`config.mk`:
```
export PLATFORM = sky130hd
export DESIGN_NAME = sram_rw_port_ctrl_flat
export DESIGN_NICKNAME = d
export VERILOG_FILES = /design/src/rtl/sram_rw_port_ctrl_if.sv /design/src/rtl/sram_rw_port_ctrl.sv /design/src/flat_wrapper.sv
export SDC_FILE = /design/constraint.sdc
export NUM_CORES = 1
export LEC_CHECK = 0
export CORE_ASPECT_RATIO = 1.75
export CORE_MARGIN = 2
export CORE_UTILIZATION = 26
export CTS_BUF_LIST = sky130_fd_sc_hd__clkbuf_4 sky130_fd_sc_hd__clkbuf_8
export DETAILED_ROUTE_END_ITERATION = 7
export PLACE_DENSITY = 0.55
export SLEW_MARGIN = 5
export SYNTH_ARGS = -nofsm -noshare
export SYNTH_HDL_FRONTEND = slang
export SYNTH_SLANG_ARGS = --single-unit
```
`constraint.sdc`:
```
create_clock -name clock -period 13 [get_ports clock]
set_input_delay 3.9 -clock clock [delete_from_list [all_inputs] [get_ports clock]]
set_output_delay 3.9 -clock clock [all_outputs]
set_load 0.1 [all_outputs]
```
`src/rtl/sram_rw_port_ctrl_if.sv`:
```
// ============================================================================
// Module   : sram_rw_port_ctrl_if
// Brief    : Write, read and read-response channels of sram_rw_port_ctrl.
// Revision : 1.0
// ============================================================================
`default_nettype none

interface sram_rw_port_ctrl_if #(
  parameter int ADDR_W = 8,
  parameter int LANES  = 2,
  parameter int LANE_W = 43
);
  localparam int DATA_W = LANES * LANE_W;

  logic              wr_valid;
  logic              wr_ready;
  logic [ADDR_W-1:0] wr_addr;
  logic [LANES-1:0]  wr_mask;
  logic [DATA_W-1:0] wr_data;

  logic              rd_valid;
  logic              rd_ready;
  logic [ADDR_W-1:0] rd_addr;

  logic              resp_valid;
  logic              resp_ready;
  logic [DATA_W-1:0] resp_data;

  modport master (
    output wr_valid, wr_addr, wr_mask, wr_data,
    input  wr_ready,
    output rd_valid, rd_addr,
    input  rd_ready,
    input  resp_valid, resp_data,
    output resp_ready
  );

  modport slave (
    input  wr_valid, wr_addr, wr_mask, wr_data,
    output wr_ready,
    input  rd_valid, rd_addr,
    output rd_ready,
    output resp_valid, resp_data,
    input  resp_ready
  );
endinterface

`default_nettype wire

```
`src/rtl/sram_rw_port_ctrl.sv`:
```
// ============================================================================
// Module   : sram_rw_port_ctrl
// Brief    : Zero-fills a single-port RW SRAM, arbitrates write/read requests
//            onto RW0 and returns read data through a 2-entry response FIFO.
// Revision : 1.0
// ============================================================================
`default_nettype none

module sram_rw_port_ctrl #(
  parameter int DEPTH  = 256,
  parameter int ADDR_W = 8,
  parameter int LANES  = 2,
  parameter int LANE_W = 43,
  localparam int DATA_W = LANES * LANE_W
) (
  input  logic               clock,
  input  logic               reset_n,
  sram_rw_port_ctrl_if.slave bus,
  output logic               init_done,
  output logic               RW0_clk,
  output logic               RW0_en,
  output logic               RW0_wmode,
  output logic [ADDR_W-1:0]  RW0_addr,
  output logic [LANES-1:0]   RW0_wmask,
  output logic [DATA_W-1:0]  RW0_wdata,
  input  logic [DATA_W-1:0]  RW0_rdata
);

  typedef enum logic [0:0] {
    ST_INIT = 1'b0,
    ST_RUN  = 1'b1
  } state_t;

  state_t            r_state;
  state_t            w_state_next;
  logic [ADDR_W-1:0] r_fill_cnt;
  logic              r_inflight;
  logic              r_prio;       // 0: write wins a contended cycle
  logic [DATA_W-1:0] r_fifo [2];
  logic              r_wptr;
  logic              r_rptr;
  logic [1:0]        r_count;

  logic              w_run;
  logic              w_pop;
  logic [2:0]        w_occ;
  logic              w_wr_ok;
  logic              w_rd_ok;
  logic              w_grant_wr;
  logic              w_grant_rd;

  assign w_run   = reset_n && (r_state == ST_RUN);
  assign w_pop   = reset_n && (r_count != 2'd0) && bus.resp_ready;
  // Slots committed once this cycle settles; the in-flight read already owns one.
  assign w_occ   = {1'b0, r_count} + {2'b00, r_inflight} - {2'b00, w_pop};
  assign w_wr_ok = w_run && bus.wr_valid;
  assign w_rd_ok = w_run && bus.rd_valid && (w_occ < 3'd2);

  assign w_grant_wr = w_wr_ok && (!w_rd_ok || !r_prio);
  assign w_grant_rd = w_rd_ok && (!w_wr_ok ||  r_prio);

  always_comb begin
    w_state_next = r_state;
    RW0_en       = 1'b0;
    RW0_wmode    = 1'b0;
    RW0_addr     = '0;
    RW0_wmask    = '0;
    RW0_wdata    = '0;
    bus.wr_ready = 1'b0;
    bus.rd_ready = 1'b0;
    case (r_state)
      ST_INIT: begin
        if (reset_n) begin
          RW0_en    = 1'b1;
          RW0_wmode = 1'b1;
          RW0_addr  = r_fill_cnt;
          RW0_wmask = '1;
        end
        if (r_fill_cnt == ADDR_W'(DEPTH - 1)) begin
          w_state_next = ST_RUN;
        end
      end
      ST_RUN: begin
        bus.wr_ready = w_grant_wr;
        bus.rd_ready = w_grant_rd;
        if (w_grant_wr) begin
          RW0_en    = 1'b1;
          RW0_wmode = 1'b1;
          RW0_addr  = bus.wr_addr;
          RW0_wmask = bus.wr_mask;
          RW0_wdata = bus.wr_data;
        end else if (w_grant_rd) begin
          RW0_en    = 1'b1;
          RW0_addr  = bus.rd_addr;
        end
      end
      default: w_state_next = ST_INIT;
    endcase
  end

  always_ff @(posedge clock) begin
    if (!reset_n) begin
      r_state    <= ST_INIT;
      r_fill_cnt <= '0;
      r_inflight <= 1'b0;
      r_prio     <= 1'b0;
      r_wptr     <= 1'b0;
      r_rptr     <= 1'b0;
      r_count    <= 2'd0;
    end else begin
      r_state <= w_state_next;
      if (r_state == ST_INIT) begin
        r_fill_cnt <= r_fill_cnt + ADDR_W'(1);
      end
      r_inflight <= w_grant_rd;
      if (w_wr_ok && w_rd_ok) begin
        r_prio <= ~r_prio;
      end
      if (r_inflight) begin
        r_wptr <= ~r_wptr;
      end
      if (w_pop) begin
        r_rptr <= ~r_rptr;
      end
      r_count <= r_count + {1'b0, r_inflight} - {1'b0, w_pop};
    end
  end

  // Macro read data is only valid in the cycle after the read grant.
  always_ff @(posedge clock) begin
    if (r_inflight) begin
      r_fifo[r_wptr] <= RW0_rdata;
    end
  end

  assign bus.resp_valid = reset_n && (r_count != 2'd0);
  assign bus.resp_data  = bus.resp_valid ? r_fifo[r_rptr] : '0;
  assign init_done      = w_run;
  assign RW0_clk        = clock;

endmodule

`default_nettype wire

```
`src/flat_wrapper.sv`:
```
// flat-port wrapper written by rule: the top's interface ports become plain ports
module sram_rw_port_ctrl_flat 
#(
  parameter int DEPTH  = 256,
  parameter int ADDR_W = 8,
  parameter int LANES  = 2,
  parameter int LANE_W = 43,
  localparam int DATA_W = LANES * LANE_W
)
  (clock, reset_n, init_done, RW0_clk, RW0_en, RW0_wmode, RW0_addr, RW0_wmask, RW0_wdata, RW0_rdata, bus_wr_valid, bus_wr_addr, bus_wr_mask, bus_wr_data, bus_wr_ready, bus_rd_valid, bus_rd_addr, bus_rd_ready, bus_resp_valid, bus_resp_data, bus_resp_ready);
  sram_rw_port_ctrl_if #(.ADDR_W(ADDR_W), .LANES(LANES), .LANE_W(LANE_W)) bus_i ();
  input  logic clock;
  input  logic reset_n;
  output logic init_done;
  output logic RW0_clk;
  output logic RW0_en;
  output logic RW0_wmode;
  output logic [ADDR_W-1:0] RW0_addr;
  output logic [LANES-1:0] RW0_wmask;
  output logic [DATA_W-1:0] RW0_wdata;
  input  logic [DATA_W-1:0] RW0_rdata;
  input wire logic [$bits(bus_i.wr_valid)-1:0] bus_wr_valid;
  input wire logic [$bits(bus_i.wr_addr)-1:0] bus_wr_addr;
  input wire logic [$bits(bus_i.wr_mask)-1:0] bus_wr_mask;
  input wire logic [$bits(bus_i.wr_data)-1:0] bus_wr_data;
  output wire logic [$bits(bus_i.wr_ready)-1:0] bus_wr_ready;
  input wire logic [$bits(bus_i.rd_valid)-1:0] bus_rd_valid;
  input wire logic [$bits(bus_i.rd_addr)-1:0] bus_rd_addr;
  output wire logic [$bits(bus_i.rd_ready)-1:0] bus_rd_ready;
  output wire logic [$bits(bus_i.resp_valid)-1:0] bus_resp_valid;
  output wire logic [$bits(bus_i.resp_data)-1:0] bus_resp_data;
  input wire logic [$bits(bus_i.resp_ready)-1:0] bus_resp_ready;
  assign bus_i.wr_valid = bus_wr_valid;
  assign bus_i.wr_addr = bus_wr_addr;
  assign bus_i.wr_mask = bus_wr_mask;
  assign bus_i.wr_data = bus_wr_data;
  assign bus_wr_ready = bus_i.wr_ready;
  assign bus_i.rd_valid = bus_rd_valid;
  assign bus_i.rd_addr = bus_rd_addr;
  assign bus_rd_ready = bus_i.rd_ready;
  assign bus_resp_valid = bus_i.resp_valid;
  assign bus_resp_data = bus_i.resp_data;
  assign bus_i.resp_ready = bus_resp_ready;
  sram_rw_port_ctrl #(.DEPTH(DEPTH), .ADDR_W(ADDR_W), .LANES(LANES), .LANE_W(LANE_W)) u_core (.clock(clock), .reset_n(reset_n), .bus(bus_i), .init_done(init_done), .RW0_clk(RW0_clk), .RW0_en(RW0_en), .RW0_wmode(RW0_wmode), .RW0_addr(RW0_addr), .RW0_wmask(RW0_wmask), .RW0_wdata(RW0_wdata), .RW0_rdata(RW0_rdata));
endmodule
```
==> run metrics <==
slowest CP cell=clkdlybuf4s50_1; setup_tns=0 ns; Port-buffer cells=383; Cells after DPL=1309; Mapped Cells=568; vias in the first global route=5618; DR iter-0 viols=182; grt ovf=0; Final Skew=0.0178 ns; met3 usage=0.0476; Netlist cell types=39; met1 usage=0.128; Die Wd=136 um; ys async rst share=0; final slew viol count=0; initial antenna violation count=1; # rows=84; GPL Wtd Cong=0.728; Lkg Pwr=0.00429 uW; Detailed Place HPWL=16800 um; Reg clk slew, reported paths=0.11 ns; Final period util=0.898; YS warnings=0; crit path time final=11.68 ns; Core Area=30100 um2; Worst Setup Path Type=primary input to output pin; commonest non-fill, non-tap cells in the layout=285 x clkdlybuf4s50_1, 172 x edfxtp_1, 103 x buf_4; hold buffer count at cts=0; routing usage on met2=0.283; FMAX=85.6 MHz; via count=5776; VDD IR max=0.000146 V; most common cell after layout, fill and taps aside=clkdlybuf4s50_1; CP Data Arrival Time=7.78 ns; ports placed on the boundary=384; largest net degree at the start of global routing=65; critical path fanouts, max=10; non-filler instance count after layout=1345; first-pass GRT wire length=33500 um; outcome=finished, final reports clean; Hold Vio Cnt, Final=0; Nets=1143; Mapped Area=7960 um2; #FFs+latches synth=188; PostCTS Resize Cnt=0; synth top area cells=edfxtp_1 65%, mux2i_1 11%, and2_1 7.6%; Avg WL per Cell=17.6 um; fillers=2885; crit end category=output pin; Starting Density=0.265; GRT busiest layer=met2; maxcap violations=0; Worst-Skew Late Latency=0.60 ns; DRT antenna net count=0; Final setup viols=0; PwrDens=93.9 nW/um2; GRT Overall Usage=0.145; critical path's largest stage delay=1.25 ns; WP buf/inv=4; CTS tree=yes; # Post-CTS Setup Buffers=0; worst slew pin tran=1.09 ns; Rel. slew slack=0.272; Post-synth EDFFs=172; area grow syn2layout=55.2%; Largest delay share family, worst path=buffers and inverters; RSZ-0062 raised after global routing=false; worst-path cell chain=clkdlybuf4s50_1, o211ai_1, inv_1, ha_1, inv_1, ha_1, fa_1, nand2b_1, a2111oi_4, clkdlybuf4s50_1; First-pass DRT Iterations=4; worst hold path type=flip-flop to flip-flop; syn_nets=767; CP startpoint kind=primary input; required time of the critical path=9.10 ns; Avg Cell Area, Syn=14.0 um2; layout cell share with drive strength beyond 1=0.150; Top FF cell, synth=edfxtp_1; post-synthesis sequential area ratio=0.689; DR vias/cell=4.29; top cell type by total area after synthesis=edfxtp_1; Die ar.=32100 um2; Die Y=235 um; DRC Markers=0; WL final=23700 um; post-layout util=0.411; Yosys top cell area share=0.649
[registers in the layout (all words and copies together), names as in the netlist, named ones only]
register and flops:
u_core.r_prio 1, u_core.r_fill_cnt 8, u_core.r_inflight 1, u_core.r_count 2, u_core.r_fifo 172, u_core.r_rptr 1
u_core.r_wptr 1, u_core.r_state 1
[final cells by class]
| cell class | count | area, um2 | share of cell area |
|---|---|---|---|
| Timing Repair Buffer | 387 | 3620 | 0.293 |
| Multi-Input combinational cell | 335 | 2310 | 0.187 |
| Clock buffer | 22 | 293 | 0.0237 |
| Clock inverter | 14 | 124 | 0.0100 |
| Inverter | 11 | 41.3 | 0.00334 |
| Antenna cell | 1 | 2.50 | 0.000202 |
| Tap cell | 387 | 484 | 0.0392 |
| Sequential cell | 188 | 5490 | 0.444 |
[worst paths after layout]
check | from | to | slack [ns] | cells past startpoint
worst max register to register | u_core.r_count[1] | u_core.r_prio | 10.33 | 9
worst min register to register | u_core.r_fill_cnt[7] | u_core.r_fill_cnt[7] | 0.50 | 2
worst min-delay path | u_core.r_fill_cnt[7] | u_core.r_fill_cnt[7] | 0.50 | 2
worst max-delay path | reset_n | bus_rd_ready | 1.32 | 10
[metal layers]
metal  vias to the layer above  wire [um]  share of wire
met3                        27       1950          0.082
met4                         0        572          0.024
met5                         -          0              0
li1                       2773          -              -
met1                      2711       7590           0.32
met2                       265      13600           0.57
[cells in the mapped netlist (2+ instances only)]
library cell / number
nand3_1: 2
mux2i_1: 87
and2_1: 97
a21oi_1: 5
a221o_1: 8
dfxtp_1: 16
nand2b_1: 2
inv_1: 11
buf_1: 5
ha_1: 3
o21ai_0: 4
or4_1: 2
buf_2: 6
or3_1: 3
nand2_1: 3
clkbuf_1: 21
xor2_1: 4
o31ai_1: 2
edfxtp_1: 172
a21o_1: 2
nor2_1: 95
[report_power, final]
group | internal (uW) | switching (uW) | total, uW | leakage (uW)
logic | 54.2 | 23.6 | 77.7 | 0.00240
registers | 658 | 1.17 | 659 | 0.00168
clock network | 167 | 256 | 423 | 0.000211
[logic make-up after synthesis]
kind of cell,synth area share
XOR/XNOR,0.00754
adder cells (fa/ha/maj),0.00723
AO/OA/AOI/OAI,0.0280
AND/OR/NAND/NOR,0.135
buffers and inverters,0.0236
multiplexers,0.109
flip-flops,0.689
[metrics by stage]
step,hold WS (ns),cell area (um2),total power (uW),worst slack [ns]
after floorplan,0.452,7960,716,1.43
after CTS,0.506,12400,1180,1.28
after global placement,0.478,12000,780,1.35
after global routing,0.536,12400,1200,1.07
after detailed placement,0.491,12000,782,1.29
final,0.503,12400,1160,1.32
[tightest hold or removal path, delay by kind of cell (launching register included)]
kind	cells	cell delay (ns)
flip-flops	1	0.35
AO/OA/AOI/OAI	2	0.12
Note: power is estimated with default switching activity, not from simulation.
